===== config.mk =====
export PLATFORM = sky130hd
export DESIGN_NAME = product_accumulator
export DESIGN_NICKNAME = d
export VERILOG_FILES = /design/src/rtl/multiplier_pkg.sv /design/src/rtl/product_accumulator.sv
export SDC_FILE = /design/constraint.sdc
export NUM_CORES = 1
export LEC_CHECK = 0
export ABC_CLOCK_PERIOD_IN_PS = 1800
export CAP_MARGIN = 10
export CORE_MARGIN = 5
export CORE_UTILIZATION = 45
export DETAILED_ROUTE_END_ITERATION = 7
export PLACE_DENSITY = 0.74
export SYNTH_ARGS = -nofsm -noshare
export SYNTH_HDL_FRONTEND = slang
export SYNTH_SLANG_ARGS = --single-unit

===== constraint.sdc =====
create_clock -name clock -period 1.8 [get_ports clock]
set_input_delay 0.36 -clock clock [delete_from_list [all_inputs] [get_ports clock]]
set_output_delay 0.36 -clock clock [all_outputs]
set_load 0.05 [all_outputs]

===== src/rtl/multiplier_pkg.sv =====
// multiplier_pkg: shared definitions for the multiplier datapath and its accumulator stage
package multiplier_pkg;
  localparam int PRODUCT_WIDTH_DEFAULT = 5;
  typedef enum logic {
    ACCUM = 1'b0,
    DONE  = 1'b1
  } accState_t;
  function automatic int sumWidth(input int productWidth, input int batchCount);
    return productWidth + $clog2(batchCount);
  endfunction
endpackage


===== src/rtl/product_accumulator.sv =====
// product_accumulator: sums COUNT successive products and hands each batch sum downstream
module product_accumulator
  import multiplier_pkg::*;
#(
  parameter int PRODUCT_WIDTH = PRODUCT_WIDTH_DEFAULT,
  parameter int COUNT = 4,
  localparam int SUM_WIDTH = sumWidth(PRODUCT_WIDTH, COUNT),
  localparam int COUNT_WIDTH = $clog2(COUNT + 1)
) (
  input  logic                     clock,
  input  logic                     resetn,
  input  logic                     clear,
  input  logic [PRODUCT_WIDTH-1:0] productIn,
  input  logic                     productValid,
  output logic                     productReady,
  output logic [SUM_WIDTH-1:0]     sumOut,
  output logic                     sumValid,
  input  logic                     sumReady,
  output logic [COUNT_WIDTH-1:0]   count
);
  accState_t state;
  logic [SUM_WIDTH-1:0] acc;
  logic [SUM_WIDTH-1:0] accNext;
  logic lastProduct;
  assign accNext = acc + SUM_WIDTH'(productIn);
  assign lastProduct = count == COUNT_WIDTH'(COUNT - 1);
  assign productReady = state == ACCUM;
  // Batch FSM: accumulate in ACCUM, hold the finished sum in DONE until taken; clear overrides all
  always_ff @(posedge clock or negedge resetn) begin
    if (!resetn) begin
      state    <= ACCUM;
      acc      <= '0;
      count    <= '0;
      sumOut   <= '0;
      sumValid <= 1'b0;
    end else if (clear) begin
      acc      <= '0;
      count    <= '0;
      sumValid <= 1'b0;
      state    <= ACCUM;
      if (state == DONE) sumOut <= '0;
    end else if (state == DONE) begin
      if (sumReady) begin
        sumValid <= 1'b0;
        state    <= ACCUM;
      end
    end else if (productValid) begin
      if (lastProduct) begin
        sumOut   <= accNext;
        sumValid <= 1'b1;
        acc      <= '0;
        count    <= '0;
        state    <= DONE;
      end else begin
        acc   <= accNext;
        count <= count + COUNT_WIDTH'(1);
      end
    end
  end
endmodule

## Word level (Yosys, flattened, before mapping)

Cells that the tools add are included.
Widths: inputs -> output; s select.

| storage, ports and cells | value |
|---|---|
| register bits after elaboration | 19 |
| output and inout port bits | 12 |
| word-level logic and storage cells | 42 |

| operators by class | value |
|---|---|
| add/subtract/negate cells | 2 |
| eq/ne operators | 4 |
| muxes and demuxes | 23 |
| bitwise gates (word level) | 1 |
| reductions and logical operators | 7 |

Operator list:

| kind | count |
|---|---|
| $mux 7 | 9 |
| $mux 3 | 4 |
| $mux 1 | 10 |
| $add 7x5->7 | 1 |
| $reduce_bool 3->1 | 2 |
| $reduce_and 4->1 | 1 |
| $reduce_bool 2->1 | 2 |
| $add 3x1->3 const B | 1 |
| $eq 3x2->1 const B | 1 |
| $ne 3x3->1 const B | 1 |
| $reduce_and 3->1 | 1 |
| $ne 2x1->1 const B | 1 |
| $ne 2x2->1 const B | 1 |
| $reduce_and 2->1 | 1 |
| $not 1->1 | 1 |

## Depth between registers and ports, before layout

| logic depth | value |
|---|---|
| depth after elaboration | 5 |
| mapped depth | 7 |

## Worst setup path before layout

No wires, ideal clock.

| path | value |
|---|---|
| kind | input -> register |
| from | input port productIn[0] |
| to | register acc[6] |
| setup time | 0.082 ns |
| arrival time | 1.809 ns |
| data required time | 1.718 ns |
| slack | -0.090 ns |
| stages on the path | 7 |
| path buffers | 0 |
| cells stage by stage | ha_1 > inv_1 > fa_1 > and2b_2 > o2111ai_2 > a2111o_1 > a31oi_1 |

| between the ends | value |
|---|---|
| word-level cells in the longest chain between the ends | 5 |

RTL lines:

| what | line | text |
|---|---|---|
| from (decl) | product_accumulator.sv:13 | `input logic [PRODUCT_WIDTH-1:0] productIn,` |
| $add 7x5->7 | product_accumulator.sv:25 | `assign accNext = acc + SUM_WIDTH'(productIn);` |
| $mux 7 | product_accumulator.sv:48 | `if (lastProduct) begin` |
| $mux 7 | product_accumulator.sv:47 | `end else if (productValid) begin` |
| $mux 7 | product_accumulator.sv:42 | `end else if (state == DONE) begin` |
| $mux 7 | product_accumulator.sv:36 | `end else if (clear) begin` |
| to (signal assigned) | product_accumulator.sv:55 | `acc <= accNext;` |
| to (decl) | product_accumulator.sv:22 | `logic [SUM_WIDTH-1:0] acc;` |

Every way passes these cells. The select of a mux whose other input is x is not followed.
A chain may end at the register's enable or synchronous reset.

## Worst setup path in the final report

| path | value |
|---|---|
| from | register acc[0] |
| to | register acc[6] |

| between the ends | value |
|---|---|
| word-level cells in the longest chain between the ends | 5 |

RTL lines:

| what | line |
|---|---|
| $add 7x5->7 | product_accumulator.sv:25 |
| $mux 7 | product_accumulator.sv:48 |
| $mux 7 | product_accumulator.sv:47 |
| $mux 7 | product_accumulator.sv:42 |
| $mux 7 | product_accumulator.sv:36 |

Every way passes these cells. The select of a mux whose other input is x is not followed.

==> out/metrics.yaml <==
sta:
  fmax_mhz: 522.2
  fin_crit_sh: 1.064
  relSlewSlack: 0.7374
  hold_violations: 0
  worst_slew_pin_slew_ns: 0.3924
  finalMaxSlewViolations: 0
  finClkSkew_ns: 0.007467
  period_needed_ns: 1.915
  whs_ns: 0.3763
  setup_slack_ns: -0.1151
  report.final.setup_viol: 4
  rsz0062_at_grt: "yes"
setup_path:
  cp.required_ns: 2.03
  end_kind: "register"
  worstPathMaxFanout: 2
  worstSetupStartpointType: "register"
  crit_type: "register to register"
  cp_cell_sequence: "ha_4 -> inv_2 -> fa_2 -> and2b_2 -> o2111ai_2 -> a2111o_1 -> a31oi_1"
  crit_slowest_cell: "a2111o_1"
  arrival_ns: 2.15
  slowest_delay_ns: 0.44
yosys:
  synth_edf_count: 0
  netlist_area_mm2: 0.001114
  ys_warn_count: 0
  synth_area_leaders: "dfrtp_1, ha_1, nand2_1"
  ys_seq_elements: 19
  synth_top_area_share: 0.4270
  ys_async_sr_fraction: 1.000
  ys_types: 40
  synth.most_common_cell: "dfrtp_1"
  synth_common_cells: "dfrtp_1, nand2_1, nand3_1, nor2_1, ha_1"
  syn_inst: 111
  synth_seq_area_share: 0.4270
  yosysTopAreaCell: "dfrtp_1"
  syn-num-nets: 128
  synthFlopType: "dfrtp_1"
  avgSynthCellArea_um2: 10.03
finish:
  area_growth_pct: 41.57
  layout.nets: 171
  fillCellCount: 197
  layout-drive-gt1-share: 0.4052
  diodes: 0
status:
  status: "finished, violations left"
  violations: "negative setup slack"
hold_path:
  hold_class: "primary input to asynchronous set/reset pin"
place:
  hpwl_mm: 1.906
  gp_congestion: 0.7795
  place.port_buffers: 21
floorplan:
  die_w_um: 59.75
  die_area_mm2: 0.003569
  placementRows: 18
  io-pin-count: 22
  coreArea_mm2: 0.002432
  start_util: 0.4578
  die_y_um: 59.75
clock_tree:
  clock_sinks: 19
  cts_tree: "done"
  clk_pin_slew_ns: 0.11
  cts_hold_buf: 0
  htreeDepth: 1
  insertion_delay_ns: 0.30
  numCtsBuffers: 3
  root_buffer: "clkbuf_4"
  cts.path.max_buffers: 2
grt:
  grt_use_met1: 0.1846
  grtUsageMet3: 0.03888
  antenna_found_initial: 0
  groute.usage.overall: 0.1532
  grt_pass1_vias: 990
  grt_pass1_wl_mm: 4.181
  grt_max_degree: 20
  grt_remaining_overflow: 0
  grt-busiest-layer: "met2"
  use_met2: 0.2793
power_and_ir_drop:
  finalPower_mw: 1.107
  netSwitchingFraction: 0.3387
  power_density_mw_per_mm2: 702.2
  seqPwrFrac: 0.442
  power_frac_clock: 0.192
  cellLeakagePower_nw: 0.7538
  ir_drop_uv: 607.7
  pwr-share-comb: 0.366
  power.switching_uw: 375.0
  internal-power_uw: 732.1
drt:
  viasPerCell: 5.421
  wirelength_mm: 2.513
  ant_nets: 0
  via_count: 992
  dr.first_iter.drc_count: 25
  drt_pass1_iterations: 4
  drc: 0
  wl_per_cell_um: 13.73
job:
  cap_viol_max_count: 0
-- cell type report --
class,count,area [um^2],area share
sequential,19,478.0,0.3032
tap,30,37.54,0.02381
timing repair buffer,44,366.6,0.2325
inverter,5,18.77,0.01190
clock buffer,3,22.52,0.01429
clock inverter,1,5.005,0.003175
multi-input combinational,81,648.1,0.4111
-- logic make-up after synthesis --
logic type / after synthesis / share of synthesized area
compound gates: 26 / 0.1786
xor+xnor: 3 / 0.02360
fa+ha+maj: 7 / 0.08539
buf+inv: 11 / 0.07079
flops: 19 / 0.4270
simple gates: 45 / 0.2146
-- metal layers --
| layer | wire length [um] | part of all wire |
|---|---|---|
| met1 | 1074 | 0.43 |
| met2 | 1290 | 0.51 |
| met3 | 137 | 0.055 |
| met4 | 10 | 0.0040 |
| met5 | 0 | 0 |
-- worst paths after layout --
check / slack (ns) / cells past startpoint / to / startpoint
setup / recovery: -0.12 / 7 / acc[6] / acc[0]
hold reg to reg: 0.51 / 2 / acc[3] / acc[3]
setup reg to reg: -0.12 / 7 / acc[6] / acc[0]
min in group clock: 0.51 / 2 / acc[3] / acc[3]
max in group asynchronous: 1.19 / 2 / count[0] / resetn
hold / removal: 0.38 / 2 / acc[0] / resetn
-- through the flow --
step | std cells | TNS, ns | utilization | area (um^2) | setup WS [ns]
2_1_floorplan | 111 | -0.06953 | - | 1131 | -0.06953
3_3_place_gp | 173 | -4.023 | 0.5874 | 1429 | -0.6000
3_5_place_dp | 173 | -4.334 | 0.5874 | 1429 | -0.6317
4_1_cts | 181 | -0.3067 | 0.6276 | 1526 | -0.1178
5_1_grt | 183 | -0.4985 | 0.6481 | 1577 | -0.2165
6_report | 183 | -0.1915 | 0.6481 | 1577 | -0.1151
-- critical path: cells and delay by family (launching register included) --
kind	cells	cell delay [ns]
flops	1	0.40
compound gates	3	0.72
buf+inv	1	0.03
simple gates	1	0.23
fa+ha+maj	2	0.48
-- power by group through the flow --
stage                     Clock (mW)  Sequential [mW]  Combinational (mW)
after CTS                      0.224            0.491               0.377
after floorplan                    0            0.555               0.154
after detailed placement           0            0.498               0.351
final                          0.213            0.489               0.405
after global routing           0.241            0.493               0.442
after global placement             0            0.496               0.342
-- cells in the final DEF (no fill, tap or decap), types with 3 or more instances in the layout --
cell type and n:
nor2_1 8, nor3_1 3, o21ai_0 3, nand2_1 11, nand3_1 7, clkbuf_4 3, a21oi_1 5, inv_1 3
clkdlybuf4s50_1 7, dfrtp_1 17, buf_4 34, ha_1 4
-- flip-flops by register name, indices dropped and copies added, names as in the netlist --
name / count
acc: 7
sumOut: 7
state: 1
count: 3
sumValid: 1
-- timing repair --
action | CTS | global route
pin swaps | 9 | 6
cloned | 0 | 0
setup buffers | 4 | 2
gates resized for setup | 7 | 6
endpoints found under the setup margin | 8 | 8
(Power assumes the default switching activity.)
